[src/rtl/mac_neuron.sv]
// -----------------------------------------------------------------------------
// mac_neuron
//
// Fixed-point perceptron: out = act((bias << FRAC_BITS + sum(x[i]*w[i])) >>> FRAC_BITS)
// Each accepted input vector is processed over BEATS = NUM_INPUTS/NUM_LANES
// MAC cycles, using NUM_LANES multipliers per cycle. This is followed by one
// activation cycle. The result is then held until downstream takes it.
// Weights and the bias can be written at runtime, but only while idle.
//
// Parameters
//   DATA_WIDTH  width of signed inputs, weights, bias and output
//   FRAC_BITS   fractional bits of the fixed-point format (0 = integer)
//   NUM_INPUTS  inputs per neuron (multiple of NUM_LANES)
//   NUM_LANES   multipliers used per MAC cycle
//   ACTIVATION  0 = identity, 1 = ReLU, 2 = leaky ReLU (negative slope 1/8)
//
// Ports
//   clock, reset_n        clock (rising edge), asynchronous active-low reset
//   in_valid / in_ready   input vector handshake; in_ready is high only in IDLE
//   inputs                signed input vector (unpacked array)
//   w_we/w_addr/w_data    weight write; w_addr == NUM_INPUTS selects the bias
//   out / out_valid       registered, activated result and its valid flag
//   out_ready             downstream accepts out
//
// Build option
//   MAC_NEURON_SATURATE_EN  when defined, narrowing to DATA_WIDTH saturates;
//                           otherwise the low DATA_WIDTH bits are kept (wrap).
// -----------------------------------------------------------------------------
module mac_neuron #(
  parameter int DATA_WIDTH = 16,
  parameter int FRAC_BITS  = 8,
  parameter int NUM_INPUTS = 16,
  parameter int NUM_LANES  = 4,
  parameter int ACTIVATION = 1
) (
  input  logic                                  clock,
  input  logic                                  reset_n,
  input  logic                                  in_valid,
  output logic                                  in_ready,
  input  logic signed [DATA_WIDTH-1:0]          inputs [NUM_INPUTS],
  input  logic                                  w_we,
  input  logic [$clog2(NUM_INPUTS+1)-1:0]       w_addr,
  input  logic signed [DATA_WIDTH-1:0]          w_data,
  output logic signed [DATA_WIDTH-1:0]          out,
  output logic                                  out_valid,
  input  logic                                  out_ready
);

  localparam int BEATS  = NUM_INPUTS / NUM_LANES;
  localparam int ACC_W  = 2 * DATA_WIDTH + $clog2(NUM_INPUTS) + 1;
  localparam int PROD_W = 2 * DATA_WIDTH;
  localparam int ADDR_W = $clog2(NUM_INPUTS + 1);
  localparam int IDX_W  = (NUM_INPUTS > 1) ? $clog2(NUM_INPUTS) : 1;
  localparam int BEAT_W = (BEATS > 1) ? $clog2(BEATS) : 1;

  typedef enum logic [1:0] {
    ST_IDLE,
    ST_MAC,
    ST_ACT,
    ST_DONE
  } state_t;

  state_t                        state_q;
  logic signed [DATA_WIDTH-1:0]  x_q [NUM_INPUTS];   // input snapshot
  logic signed [DATA_WIDTH-1:0]  w_q [NUM_INPUTS];   // weights
  logic signed [DATA_WIDTH-1:0]  bias_q;
  logic signed [ACC_W-1:0]       acc_q;
  logic [BEAT_W-1:0]             beat_q;
  logic signed [DATA_WIDTH-1:0]  out_q;
  logic                          out_valid_q;

  // A weight write that coincides with an input accept must not affect that
  // vector. The old value of the written weight is kept here and is used in
  // place of the register-file entry for that one computation.
  logic                          shadow_valid_q;
  logic [IDX_W-1:0]              shadow_addr_q;
  logic signed [DATA_WIDTH-1:0]  shadow_data_q;

  logic signed [ACC_W-1:0]       lane_sum;
  logic signed [ACC_W-1:0]       shifted;
  logic signed [ACC_W-1:0]       activated;
  logic signed [DATA_WIDTH-1:0]  out_d;

  logic                          w_is_weight;
  logic                          w_is_bias;
  logic                          last_beat;

  assign w_is_weight = (w_addr <  ADDR_W'(NUM_INPUTS));
  assign w_is_bias   = (w_addr == ADDR_W'(NUM_INPUTS));
  assign last_beat   = (beat_q == BEAT_W'(BEATS - 1));

  // Sum of this beat's NUM_LANES full-width signed products.
  always_comb begin
    logic [IDX_W-1:0]             idx;
    logic signed [DATA_WIDTH-1:0] w_eff;
    logic signed [PROD_W-1:0]     prod;
    // NOTE: every variable written here gets a default first, so no latch is inferred.
    lane_sum = '0;
    idx      = '0;
    w_eff    = '0;
    prod     = '0;
    for (int l = 0; l < NUM_LANES; l++) begin
      idx   = IDX_W'(beat_q) * IDX_W'(NUM_LANES) + IDX_W'(l);
      w_eff = w_q[idx];
      if (shadow_valid_q && (shadow_addr_q == idx)) begin
        w_eff = shadow_data_q;
      end
      prod     = PROD_W'(x_q[idx]) * PROD_W'(w_eff);
      lane_sum = lane_sum + ACC_W'(prod);
    end
  end

  // Rescale, activate and narrow the finished accumulator.
  always_comb begin
    shifted   = acc_q >>> FRAC_BITS;
    activated = shifted;
    if (ACTIVATION == 1) begin
      activated = shifted[ACC_W-1] ? '0 : shifted;
    end else if (ACTIVATION == 2) begin
      activated = shifted[ACC_W-1] ? (shifted >>> 3) : shifted;
    end
`ifdef MAC_NEURON_SATURATE_EN
    if (activated > $signed({{(ACC_W-DATA_WIDTH+1){1'b0}}, {(DATA_WIDTH-1){1'b1}}})) begin
      out_d = {1'b0, {(DATA_WIDTH-1){1'b1}}};
    end else if (activated < $signed({{(ACC_W-DATA_WIDTH+1){1'b1}}, {(DATA_WIDTH-1){1'b0}}})) begin
      out_d = {1'b1, {(DATA_WIDTH-1){1'b0}}};
    end else begin
      out_d = DATA_WIDTH'(activated);
    end
`else
    out_d = DATA_WIDTH'(activated);
`endif
  end

  always_ff @(posedge clock or negedge reset_n) begin
    if (!reset_n) begin
      // NOTE: the weight and input arrays are small flop banks, not RAM, and reset must leave the weights cleared, so they are reset here.
      state_q        <= ST_IDLE;
      x_q            <= '{default: '0};
      w_q            <= '{default: '0};
      bias_q         <= '0;
      acc_q          <= '0;
      beat_q         <= '0;
      out_q          <= '0;
      out_valid_q    <= 1'b0;
      shadow_valid_q <= 1'b0;
      shadow_addr_q  <= '0;
      shadow_data_q  <= '0;
    end else begin
      // NOTE: state is updated with non-blocking assignments only, so every register sees pre-edge values.
      case (state_q)
        ST_IDLE: begin
          if (in_valid) begin
            x_q            <= inputs;
            acc_q          <= ACC_W'(bias_q) <<< FRAC_BITS;
            beat_q         <= '0;
            shadow_valid_q <= w_we && w_is_weight;
            shadow_addr_q  <= IDX_W'(w_addr);
            shadow_data_q  <= w_q[IDX_W'(w_addr)];
            state_q        <= ST_MAC;
          end
          if (w_we) begin
            if (w_is_weight) begin
              w_q[IDX_W'(w_addr)] <= w_data;
            end else if (w_is_bias) begin
              bias_q <= w_data;
            end
          end
        end
        ST_MAC: begin
          acc_q  <= acc_q + lane_sum;
          beat_q <= beat_q + BEAT_W'(1);
          if (last_beat) begin
            state_q <= ST_ACT;
          end
        end
        ST_ACT: begin
          out_q       <= out_d;
          out_valid_q <= 1'b1;
          state_q     <= ST_DONE;
        end
        ST_DONE: begin
          if (out_ready) begin
            out_valid_q <= 1'b0;
            state_q     <= ST_IDLE;
          end
        end
        default: state_q <= ST_IDLE;
      endcase
    end
  end

  assign in_ready  = (state_q == ST_IDLE);
  assign out       = out_q;
  assign out_valid = out_valid_q;

endmodule

[config.mk]
export PLATFORM = sky130hd
export DESIGN_NAME = mac_neuron
export DESIGN_NICKNAME = d
export VERILOG_FILES = /design/src/rtl/mac_neuron.sv
export SDC_FILE = /design/constraint.sdc
export NUM_CORES = 2
export LEC_CHECK = 0
export BUFFER_PORTS_ARGS = -buffer_cell sky130_fd_sc_hd__buf_4
export CORE_ASPECT_RATIO = 1.75
export CORE_MARGIN = 1.5
export CORE_UTILIZATION = 55
export CTS_CLUSTER_DIAMETER = 120
export DETAILED_ROUTE_END_ITERATION = 16
export PLACE_DENSITY = 0.72
export SLEW_MARGIN = 10
export SYNTH_ARGS = -nofsm -noshare
export SYNTH_HDL_FRONTEND = slang
export SYNTH_SLANG_ARGS = --single-unit
[constraint.sdc]
create_clock -name clock -period 27.6 [get_ports clock]
set_clock_uncertainty 0.05 [all_clocks]
set_input_delay 2.76 -clock clock [delete_from_list [all_inputs] [get_ports clock]]
set_output_delay 2.76 -clock clock [all_outputs]
set_load 0.01 [all_outputs]
==> metrics <==
global-route wire length before repair=327000 µm; Worst R2R Path Depth=31; root buf cell=clkbuf_16; fin area=0.0776 mm²; footprint of the multi-input gates=0.0499 mm²; Post-CTS Hold Fix Bufs=0; largest net degree at the start of global routing=166; CTS resizes=0; Final min period=12.36 ns; synthesized area per cell=11.4 µm²; clk slew on worst S/H paths=0.07 ns; CTS tree=done; final setup violation count=0; Initial Util=0.555; io pins=300; Syn Nets=8200; most area-hungry cell type in the Yosys netlist=fa_1; placed cell area=0.0754 mm²; synth top area cells=fa_1 37%, dfrtp_1 21%, mux2_2 9.6%; remaining antenna violation count after routing=0; ys async rst share=1.00; drt via density=5.80; Seq. cell area=0.0152 mm²; setup TNS=0 ns; Hold Path Stages=2; yosys warns=0; WP data required=28.05 ns; # DRC=0; outcome=finished, final reports clean; final WL=214000 µm; Cell Rows=174; initial antenna violation count=6; Max Cap Violations=0; CP endpoint kind=register; CP Data Arrival Time=12.81 ns; hpwl dp=179000 µm; mapped cell area=0.0716 mm²; Unique masters post-synth=73; die area=0.132 mm²; CP max stage delay=0.76 ns; Slew HR=0.138; setup repair bufs after CTS=0; final hold viol count=0; layout cells sized above 1=0.204; Buffers on Ports=299; GPL Wtd Cong=1.05; worst slew pin tran=1.29 ns; startpoint types=register; unrepaired setup endpoints after global routing=false; register area share after synthesis=0.212; drt first pass iters=5; CTS Buf Count=58; post-synth top area share=0.375; path category of the worst min-delay check=register to register; NumNets Final=8353; clock latency on the worst-skew pair=0.71 ns; Max Clk Rate=80.9 MHz; CP Max Fanout=47; DIE WIDTH=276 µm; Cells after Synth=6266; cell repeated most along the worst path=fa_1; number of synthesized flops with an enable pin=0; core footprint=0.129 mm²; Clock Tree Buf Depth=3; number of global-route vias before repair=54800; CTS Sinks=607; Routed WL per cell=26.3 µm; critical path class=register to register; Yosys reg bits=607; Final Cycle Share=0.448; htree depth=2; slowest stage cell, crit path=buf_4; 1st-iter DRT viols=2688; fillers=10500; grt ovf=0; Die Height=480 µm; Via Count=47200; dominant synthesized flop cell=dfrtp_1; gr usage total=0.339; count of final max-slew check failures=0; Area growth syn-to-layout=8.39%
-- through the flow --
stage | setup WS, ns | hold WS (ns) | utilization | cells
after floorplan | 17.69 | 0.406 | - | 6266
after global placement | 15.49 | 0.431 | 0.585 | 8031
after detailed placement | 15.40 | 0.437 | 0.585 | 8031
after CTS | 15.31 | 0.451 | 0.602 | 8139
after global routing | 14.88 | 0.466 | 0.602 | 8140
final | 15.24 | 0.449 | 0.602 | 8141
-- per-layer routing --
metal	wire length [µm]	vias to the layer above	global-route usage
li1	-	19400	-
met5	11	-	0
met1	69800	25100	0.361
met4	20500	2	0.260
met2	112000	1853	0.594
met3	12300	867	0.0582
-- path summary, 6_finish.rpt --
path	startpoint	slack (ns)	end
max in group asynchronous	reset_n	22.28	x_q[105]
max	beat_q[1]	15.24	acc_q[32]
min	acc_q[6]	0.45	acc_q[6]
min in group asynchronous	reset_n	2.05	shadow_addr_q[2]
max reg2reg	beat_q[1]	15.24	acc_q[32]
min reg2reg	acc_q[6]	0.45	acc_q[6]
-- final cells by class --
cell class	count	share of cell area
multi-input cells	3919	0.643
flip-flops and latches	607	0.196
inverters	1470	0.0711
repair buffers	363	0.0356
well taps	1672	0.0270
clock buffers	78	0.0216
clock inverters	30	0.00598
diodes	2	0.0000645
-- synth_stat cells, types with 3 or more instances --
cell / n
inv_1: 1469
fa_1: 1339
dfrtp_1: 607
mux2_2: 607
nand2_1: 525
ha_1: 313
and2_1: 219
mux4_2: 196
clkbuf_1: 175
nor2b_1: 175
nor2_1: 164
buf_2: 70
o21ai_0: 61
a21oi_1: 47
nand2b_1: 43
mux2i_1: 39
xnor2_1: 31
a21o_1: 17
o21a_1: 16
buf_1: 15
xor2_1: 12
nand3_1: 10
or2_2: 10
buf_4: 9
and3_1: 7
nand4_1: 6
a22o_1: 5
nor3_1: 5
o21ai_1: 5
o21bai_1: 5
o211ai_1: 4
a21boi_0: 3
a221o_1: 3
a31oi_1: 3
o22ai_1: 3
or3_1: 3
-- kinds of logic (layout without fill, tap and decap cells) --
group	Yosys count	after routing	share of synthesized area
AO/OA/AOI/OAI	199	199	0.0178
other	0	2	0
XOR/XNOR	43	43	0.00526
AND/OR/NAND/NOR	1182	1182	0.0796
flip-flops	607	607	0.212
multiplexers	843	843	0.163
adder cells (fa/ha/maj)	1652	1652	0.429
buffers and inverters	1740	1941	0.0930
-- cell usage in the layout (no fill, tap or decap), drive strengths merged, types with 6 or more instances in the layout --
master	instances
o21ai	67
xor2	12
fa	1339
nand2	525
nor2	165
a21oi	48
buf	363
ha	313
nor3	7
clkinv	16
and2	221
mux2i	40
a21o	19
nand2b	43
and3	7
o21a	16
clkbuf	78
nor2b	175
xnor2	31
nand3	11
dfrtp	607
bufinv	8
mux2	607
mux4	196
nand4	6
or2	10
inv	1473
-- worst max-delay path, delay by kind of cell (launching register included) --
kind                       cells  cell delay (ns)
xor gates and xnor gates       1             0.17
DFF                            1             0.66
and+or+nand+nor                3             0.99
adders and majority gates     11             5.66
muxes                          1             0.66
AOI/OAI and AO/OA              8             2.18
buffers and inverters          7             1.66
-- state kept, by name (all words and copies together), names as in the netlist --
name / count
acc_q: 37
beat_q: 2
bias_q: 16
out: 16
out_valid: 1
shadow_addr_q: 4
shadow_data_q: 16
shadow_valid_q: 1
state_q: 2
w_q: 256
x_q: 256
Power is left out: the tool's default activity adds up to more than one toggle a clock period on the data nets, which glitch-free logic cannot reach.
